File: src/rtl/sync_fifo_rd_pkg.sv
// Shared constants and types for the synchronous FIFO stream reader.
//   RD_BUF_DEPTH       : entries in the reader's output buffer
//   rd_cnt_t           : occupancy count of that buffer (0..RD_BUF_DEPTH)
//   DEFAULT_DATA_WIDTH : default word width, matching the team FIFO default
package sync_fifo_rd_pkg;

  localparam int unsigned RD_BUF_DEPTH       = 3;
  localparam int unsigned DEFAULT_DATA_WIDTH = 8;

  typedef logic [1:0] rd_cnt_t;

endpackage

File: src/rtl/sync_fifo_rd_obuf.sv
// Small in-order output queue for the FIFO stream reader.
// Entry 0 is always the head, so the head word comes straight from a register.
// Slots at or above the count are kept at zero, so dout_o reads 0 when empty.
// Ports:
//   clk_i, rst_ni : clock, asynchronous active-low reset
//   push_i, din_i : write din_i at the tail this cycle
//   pop_i         : drop the head this cycle (ignored when empty)
//   dout_o        : head word
//   cnt_o         : number of valid entries
module sync_fifo_rd_obuf
  import sync_fifo_rd_pkg::*;
#(
  parameter int unsigned DATA_WIDTH = DEFAULT_DATA_WIDTH
) (
  input  logic                  clk_i,
  input  logic                  rst_ni,
  input  logic                  push_i,
  input  logic                  pop_i,
  input  logic [DATA_WIDTH-1:0] din_i,
  output logic [DATA_WIDTH-1:0] dout_o,
  output rd_cnt_t               cnt_o
);

  logic [DATA_WIDTH-1:0] mem_q [RD_BUF_DEPTH];
  logic [DATA_WIDTH-1:0] mem_d [RD_BUF_DEPTH];
  rd_cnt_t               cnt_q, cnt_d;
  rd_cnt_t               wr_idx;
  logic                  pop_ok;

  assign pop_ok = pop_i && (cnt_q != '0);
  // Tail slot after any pop this cycle has shifted the queue down.
  assign wr_idx = cnt_q - rd_cnt_t'(pop_ok);

  always_comb begin
    mem_d = mem_q;
    if (pop_ok) begin
      for (int i = 0; i < RD_BUF_DEPTH - 1; i++) begin
        mem_d[i] = mem_q[i+1];
      end
      mem_d[RD_BUF_DEPTH-1] = '0;
    end
    if (push_i) begin
      for (int i = 0; i < RD_BUF_DEPTH; i++) begin
        if (rd_cnt_t'(i) == wr_idx) begin
          mem_d[i] = din_i;
        end
      end
    end
  end

  always_comb begin
    cnt_d = cnt_q + rd_cnt_t'(push_i) - rd_cnt_t'(pop_ok);
  end

  always_ff @(posedge clk_i or negedge rst_ni) begin
    if (!rst_ni) begin
      cnt_q <= '0;
      for (int i = 0; i < RD_BUF_DEPTH; i++) begin
        mem_q[i] <= '0;
      end
    end else begin
      cnt_q <= cnt_d;
      mem_q <= mem_d;
    end
  end

  assign dout_o = mem_q[0];
  assign cnt_o  = cnt_q;

`ifndef SYNTHESIS
  // The reader's issue rule must never let a push land on a full queue.
  a_no_overflow: assert property (@(posedge clk_i) disable iff (!rst_ni)
    !(push_i && !pop_ok && (cnt_q == rd_cnt_t'(RD_BUF_DEPTH))));
`endif

endmodule

File: src/rtl/sync_fifo_stream_reader.sv
// Read-side master for the team synchronous FIFO. Drains the FIFO and
// presents words on a valid/ready stream. A 3-entry output buffer hides the
// FIFO's one-cycle registered read, so one word per cycle is sustained and
// fifo_rd_en_o never depends on m_ready_i.
// Optional feature: define SYNC_FIFO_READER_LAST_EN to add m_last_o, which
// marks the final word of each PKT_LEN-word packet.
// Ports:
//   clk_i, rst_ni      : clock, asynchronous active-low reset
//   en_i               : allows new FIFO reads
//   fifo_empty_i       : FIFO empty flag
//   fifo_underflow_i   : FIFO underflow pulse (another agent misread)
//   fifo_rdata_i       : FIFO read data, valid the cycle after a read
//   fifo_rd_en_o       : FIFO read request
//   m_valid_o/m_data_o : stream word, accepted when m_ready_i is high
//   rd_count_o         : words delivered, wrapping
//   err_o              : sticky underflow flag
//   m_last_o           : packet end marker (only with the optional feature)
module sync_fifo_stream_reader
  import sync_fifo_rd_pkg::*;
#(
  parameter int unsigned DATA_WIDTH = DEFAULT_DATA_WIDTH,
  parameter int unsigned CNT_WIDTH  = 16,
  parameter int unsigned PKT_LEN    = 4
) (
  input  logic                  clk_i,
  input  logic                  rst_ni,
  input  logic                  en_i,
  input  logic                  fifo_empty_i,
  input  logic                  fifo_underflow_i,
  input  logic [DATA_WIDTH-1:0] fifo_rdata_i,
  output logic                  fifo_rd_en_o,
  output logic                  m_valid_o,
  output logic [DATA_WIDTH-1:0] m_data_o,
  input  logic                  m_ready_i,
  output logic [CNT_WIDTH-1:0]  rd_count_o,
  output logic                  err_o
`ifdef SYNC_FIFO_READER_LAST_EN
  ,
  output logic                  m_last_o
`endif
);

  rd_cnt_t               buf_cnt;
  logic [DATA_WIDTH-1:0] buf_dout;
  logic [2:0]            occupancy;
  logic                  pop;

  logic                  inflight_q, inflight_d;
  logic [CNT_WIDTH-1:0]  rd_count_q, rd_count_d;
  logic                  err_q, err_d;

  // Buffered words plus the one still in flight must fit in the buffer.
  assign occupancy    = {1'b0, buf_cnt} + {2'b00, inflight_q};
  assign fifo_rd_en_o = en_i && !fifo_empty_i && (occupancy < 3'(RD_BUF_DEPTH));

  assign m_valid_o = (buf_cnt != '0);
  assign m_data_o  = buf_dout;
  assign pop       = m_valid_o && m_ready_i;

  sync_fifo_rd_obuf #(
    .DATA_WIDTH (DATA_WIDTH)
  ) u_obuf (
    .clk_i  (clk_i),
    .rst_ni (rst_ni),
    .push_i (inflight_q),
    .pop_i  (pop),
    .din_i  (fifo_rdata_i),
    .dout_o (buf_dout),
    .cnt_o  (buf_cnt)
  );

  always_comb begin
    inflight_d = fifo_rd_en_o;
    rd_count_d = rd_count_q + CNT_WIDTH'(pop);
    err_d      = err_q | fifo_underflow_i;
  end

  always_ff @(posedge clk_i or negedge rst_ni) begin
    if (!rst_ni) begin
      inflight_q <= 1'b0;
      rd_count_q <= '0;
      err_q      <= 1'b0;
    end else begin
      inflight_q <= inflight_d;
      rd_count_q <= rd_count_d;
      err_q      <= err_d;
    end
  end

  assign rd_count_o = rd_count_q;
  assign err_o      = err_q;

`ifdef SYNC_FIFO_READER_LAST_EN
  localparam int unsigned BeatW = (PKT_LEN > 1) ? $clog2(PKT_LEN) : 1;

  logic [BeatW-1:0] beat_q, beat_d;
  logic             beat_wrap;

  assign beat_wrap = (beat_q == BeatW'(PKT_LEN - 1));

  always_comb begin
    beat_d = beat_q;
    if (pop) begin
      beat_d = beat_wrap ? '0 : beat_q + BeatW'(1);
    end
  end

  always_ff @(posedge clk_i or negedge rst_ni) begin
    if (!rst_ni) begin
      beat_q <= '0;
    end else begin
      beat_q <= beat_d;
    end
  end

  assign m_last_o = m_valid_o && beat_wrap;
`endif

`ifndef SYNTHESIS
  a_pkt_len_min: assert property (@(posedge clk_i) PKT_LEN >= 1);
`endif

endmodule

File: config.mk
export PLATFORM = sky130hd
export DESIGN_NAME = sync_fifo_stream_reader
export DESIGN_NICKNAME = d
export VERILOG_FILES = /design/src/rtl/sync_fifo_rd_pkg.sv /design/src/rtl/sync_fifo_rd_obuf.sv /design/src/rtl/sync_fifo_stream_reader.sv
export SDC_FILE = /design/constraint.sdc
export NUM_CORES = 1
export LEC_CHECK = 0
export BUFFER_PORTS_ARGS = -buffer_cell sky130_fd_sc_hd__buf_2
export CAP_MARGIN = 5
export CELL_PAD_IN_SITES_DETAIL_PLACEMENT = 1
export CELL_PAD_IN_SITES_GLOBAL_PLACEMENT = 1
export CORE_ASPECT_RATIO = 0.75
export CORE_MARGIN = 10
export CORE_UTILIZATION = 47
export CTS_BUF_LIST = sky130_fd_sc_hd__clkbuf_16
export DETAILED_ROUTE_END_ITERATION = 8
export GPL_ROUTABILITY_DRIVEN = 0
export PLACE_DENSITY = 0.94
export SETUP_SLACK_MARGIN = 0.05
export SLEW_MARGIN = 15
export SYNTH_ARGS = -nofsm -noshare
export SYNTH_HDL_FRONTEND = slang
export SYNTH_SLANG_ARGS = --single-unit
export TNS_END_PERCENT = 50
File: constraint.sdc
create_clock -name clk_i -period 4.7 [get_ports clk_i]
set_input_delay 0.47 -clock clk_i [delete_from_list [all_inputs] [get_ports clk_i]]
set_output_delay 0.47 -clock clk_i [all_outputs]
set_load 0.01 [all_outputs]
---- Yosys cells after proc, flatten, opt, wreduce, memory -nomap -nowiden ----
Cells that the tools add are included.
cells by class
  add/subtract/negate cells ............... 5
  order comparisons ....................... 1
  equality and inequality tests ........... 2
  muxes and demuxes ....................... 5
  bitwise operators ....................... 1
  reductions and logical operators ........ 7
operators by type and width
  cell                  number
  $mux W24              2
  $mux W8               3
  $add A16 B1 Y16       1
  $logic_and A1 B1 Y1   4
  $sub A2 B1 Y2         2
  $add A2 B1 Y3         1
  $lt A3 B2 Y1 const B  1
  $add A2 B1 Y2         1
  $eq A1 B2 Y1 const A  1
  $eq A2 B2 Y1 const A  1
  $logic_not A2 Y1      1
  $reduce_bool A2 Y1    1
  $logic_not A1 Y1      1
  $or A1 B1 Y1          1
storage, ports and cells
  register bits ........................... 44
  input port bits ......................... 14
  logic and storage cells ................. 28

---- Logic depth before layout (Yosys ltp) ----
  depth in word-level cells ............... 7
  gate-level depth with buffers ........... 9

---- By module ----
From an unflattened synthesis, not the netlist that was laid out.
unflattened totals
  cells, all modules ...................... 178
  area total of the unflattened synthesis .. 2,158.3 µm²
by module, submodules not included
  module                   instances  cells an instance  area each (µm²)
  sync_fifo_rd_obuf        1          108                1,338.8
  sync_fifo_stream_reader  1          70                 819.5

---- Least setup slack after synthesis ----
Ideal clock, no wire load.
  path kind ............................... register to output
  start point ............................. reg inflight_q
  end point ............................... out fifo_rd_en_o
  arrival ................................. 1,661 ps
  data required time ...................... 4,230 ps
  setup slack ............................. 2,569 ps
  cell stages (with the launch flop) ...... 4
  cell sequence ........................... dfrtp_1 ha_1 ha_1 a2111oi_0
on the way
  word-level cells in the longest chain between the ends .. 3
RTL lines
  what                      line                           RTL
  start: declaration        sync_fifo_stream_reader.sv:48  logic inflight_q, inflight_d;
  start signal: assignment  sync_fifo_stream_reader.sv:84  inflight_q <= inflight_d;
  $add A2 B1 Y3             sync_fifo_stream_reader.sv:53  assign occupancy = {1'b0, buf_cnt} + {2'b00, inflight_q};
  $lt A3 B2 Y1              sync_fifo_stream_reader.sv:54  assign fifo_rd_en_o = en_i && !fifo_empty_i && (occupancy < 3'(RD_BUF_DEPTH));
  $logic_and A1 B1 Y1       sync_fifo_stream_reader.sv:54
  end: declaration          sync_fifo_stream_reader.sv:31  output logic fifo_rd_en_o,
No other way between the ends.

---- Worst setup path in the final report ----
  start point ............................. reg u_obuf.cnt_q[0], in the netlist u_obuf.cnt_o[0]
  end point ............................... out fifo_rd_en_o
on the way
  word-level cells in the longest chain between the ends .. 3
RTL lines
  what                      line                           RTL
  start: declaration        sync_fifo_rd_obuf.sv:26        rd_cnt_t cnt_q, cnt_d;
  start signal: assignment  sync_fifo_rd_obuf.sv:62        cnt_q <= cnt_d;
  $add A2 B1 Y3             sync_fifo_stream_reader.sv:53
  $lt A3 B2 Y1              sync_fifo_stream_reader.sv:54
  $logic_and A1 B1 Y1       sync_fifo_stream_reader.sv:54
No other way between the ends.

==> flow_summary_export.csv <==
group,metric,value,unit
cts,clock_sink_count,44,
worst_setup_path,worst-r2r-cell-count,7,
worst_setup_path,rrSetupSlack,2.26,ns
global_routing,maximum_number_of_pins_on_one_net_before_global_route_repair,45,
drt,wl_per_cell,19.0,um
worst_setup_path,worst-endpoint-arrival,2.09,ns
placed_design,dpl.hpwl,3.72,mm
global_routing,gr-total-overflow,0,
yosys,synth.ff_latch_count,44,
cts,tritoncts.num_buffers,5,
layout,number_of_nets_in_the_layout,230,
status,status,"completed",
yosys,syn-num-nets,196,
yosys,syn_inst,176,
floorplan,placeableCoreArea,0.00444,mm2
timing,timing.slew.headroom,35.1,%
timing,finalClockSkew,0.00401,ns
global_routing,initial_antenna_violation_count,0,
worst_setup_path,crit_path_start_kind,"register",
yosys,syn_area,0.00215,mm2
timing,post-route-min-period,2.56,ns
timing,final-hold-violation-count,0,
cts,post-cts-setup-buffer-count,0,
power,irDropWorstVdd,208,uV
cts,cts.repair.resized,0,
layout,filler_cell_count,483,
global_routing,global_route.usage.total,13.3,%
layout,diodes,0,
worst_setup_path,cp_cell_sequence,"ha_1 > ha_1 > a2111oi_0 > buf_2",
yosys,synthDistinctLibCells,25,
yosys,synth_sequential_area_ratio,51.3,%
worst_setup_path,crit_required,4.23,ns
drt,routed_wl,5.09,mm
cts,path_clk_slew,0.06,ns
timing,final_max_slew_viol_count,0,
yosys,syn-mean-instance-area,12.2,um2
worst_setup_path,crit_path_max_incr_delay,0.57,ns
layout,flow.area_growth_from_synthesis,13.9,%
floorplan,io_pins,41,
worst_setup_path,worstSetupEndpoint,"fifo_rd_en_o",
floorplan,initial_core_util,48.4,%
yosys,synth_enable_flop_cells,0,
layout,final_cell_mix,"44 x dfrtp_1, 40 x mux2i_1, 40 x buf_2",
timing,clock.fmax,391,MHz
drt,via_per_inst,5.37,
worst_setup_path,most_used_cell_cp,"ha_1",
flow_run,max-cap-violations,0,
cts,worstSkewPairLatency,0.28,ns
timing,max_slew.worst_pin.slew,0.974,ns
power,power-per-cell-area,532,mW/mm2
floorplan,core.rowCount,21,
drt,number_of_detailed_routing_iterations_run_before_antenna_repair,4,
timing,setup_violations,0,
yosys,post-synth-top-area-cell,"dfrtp_1",
yosys,synth-async-reset-ratio,100,%
layout,multi_input_comb_area,882,um2
power,total_leakage_power,1.41,nW
placed_design,place.port_buffers,40,
yosys,synth_largest_type_area_fraction,51.3,%
floorplan,die_width,98.1,um
layout,mostFrequentLayoutCell,"dfrtp_1",
cts,clock_tree.htree_level_count,2,
timing,unrepaired_setup_endpoints_after_global_routing,"false",
layout,final_cell_count_no_fill,268,
drt,detailedRoute.firstIterationViolations,53,
worst_setup_path,timing.critical_path.from,"u_obuf.cnt_o[0]",
timing,period_share,54.4,%
placed_design,placedCellCount,260,
global_routing,grt_first_pass_wirelength,8.14,mm
yosys,ys_dominant_reg_cell,"dfrtp_1",
cts,tritoncts,"yes",
layout,area.sequential,0.00110,mm2
worst_setup_path,crit_path_max_fanout,9,
worst_setup_path,rr_endpoint,"rd_count_o[8]",
cts,cts.hold.buffers_added,0,
floorplan,die-height,78.6,um
drt,dr_total_vias,1439,
drt,antenna_left,0,
cts,ctsRootBufferMaster,"clkbuf_16",
timing,fin_tns_setup,0,ns
cts,max-clock-path-buffers,2,
yosys,synthTopCellsByArea,"dfrtp_1 51%, mux2i_1 19%, xor2_1 3.7%",
min_path,timing.hold.worst.class,"in2async",
layout,drive_gt1_share,25.6,%
floorplan,floorplan.die_area,0.00770,mm2
drt,detail_route.drc_violations,0,
yosys,synth-warning-count,0,
global_routing,grt_pass1_vias,1570,
worst_setup_path,timing.rr.start,"u_obuf.cnt_o[0]",
worst_setup_path,timing.setup.critical_path_class,"reg2out",
worst_setup_path,crit_slowest_cell,"a2111oi_0",
worst_setup_path,critical_path.endpoint_type,"output port",
synth_stat cells, types with 2 or more instances:
cell      n
ha_1      6
inv_1    13
nor2_1    2
xnor2_1   7
nor3_1    4
nand4_1   8
xor2_1    9
or2_2     2
nand3_1   4
nor4_1    3
o21ai_4   2
buf_6     3
buf_4     9
dfrtp_1  44
nand2_1  11
mux2i_1  40
layer usage:
layer	wire length [um]	GRT usage (%)	up-vias
met5	0	0	-
met4	177	9.28	0
met3	285	4.11	15
met2	2450	20.6	40
met1	2180	15.4	718
li1	-	-	666
sequential cells by signal, indices dropped and copies added, names as in the netlist:
signal         count
inflight_q         1
u_obuf.dout_o      8
u_obuf.cnt_o       2
err_o              1
u_obuf.mem_q      16
rd_count_o        16
through the flow:
step	setup WS, ns	util, %	hold WS [ns]	cell area [um2]	total power, mW
after global placement	2.41	51.9	0.442	2300	0.939
after floorplan	2.57	-	0.174	2150	0.883
final	2.14	55.1	0.345	2450	1.30
after global routing	2.02	55.1	0.377	2450	1.38
after CTS	2.14	55.1	0.366	2450	1.32
after detailed placement	2.31	51.9	0.453	2300	0.974
logic make-up (layout without fill, tap and decap cells):
kind of cell / count (synthesis) / after routing / synth area share, %
AO/OA/AOI/OAI: 6 / 6 / 2.97
XOR/XNOR: 16 / 16 / 6.52
adder cells (fa/ha/maj): 6 / 6 / 3.49
buffers and inverters: 26 / 61 / 7.69
flip-flops: 44 / 44 / 51.3
multiplexers: 40 / 40 / 18.6
AND/OR/NAND/NOR: 38 / 38 / 9.44
worst min path at each step:
stage	startpoint	slack (ns)	to	cells past startpoint
6_report	rst_ni	0.35	rd_count_o[11]	1
2_1_floorplan	rst_ni	0.17	err_o	0
5_1_grt	fifo_empty_i	0.38	inflight_q	2
4_1_cts	rst_ni	0.37	err_o	1
3_3_place_gp	err_o	0.44	err_o	1
3_5_place_dp	err_o	0.45	err_o	1
cell type report:
class                      instances  area share (%)
tap                               57            2.91
sequential                        44            45.0
clock inverter                     3           0.767
timing repair buffer              40            8.18
multi-input combinational        106            36.0
inverter                          13            1.99
clock buffer                       5            5.11
where the power goes:
group	internal [mW]	switching, mW	leakage, nW
Combinational	0.173	0.201	0.755
Clock	0.196	0.141	0.0736
Sequential	0.486	0.105	0.577
Total	0.855	0.447	1.41
critical path: cells and delay by family, from the launching register on:
kind | cells | cell delay (ns)
AOI/OAI and AO/OA | 1 | 0.57
DFF | 1 | 0.48
buffers and inverters | 1 | 0.24
adders and majority gates | 2 | 0.51
Note: power is estimated with default switching activity, not from simulation.
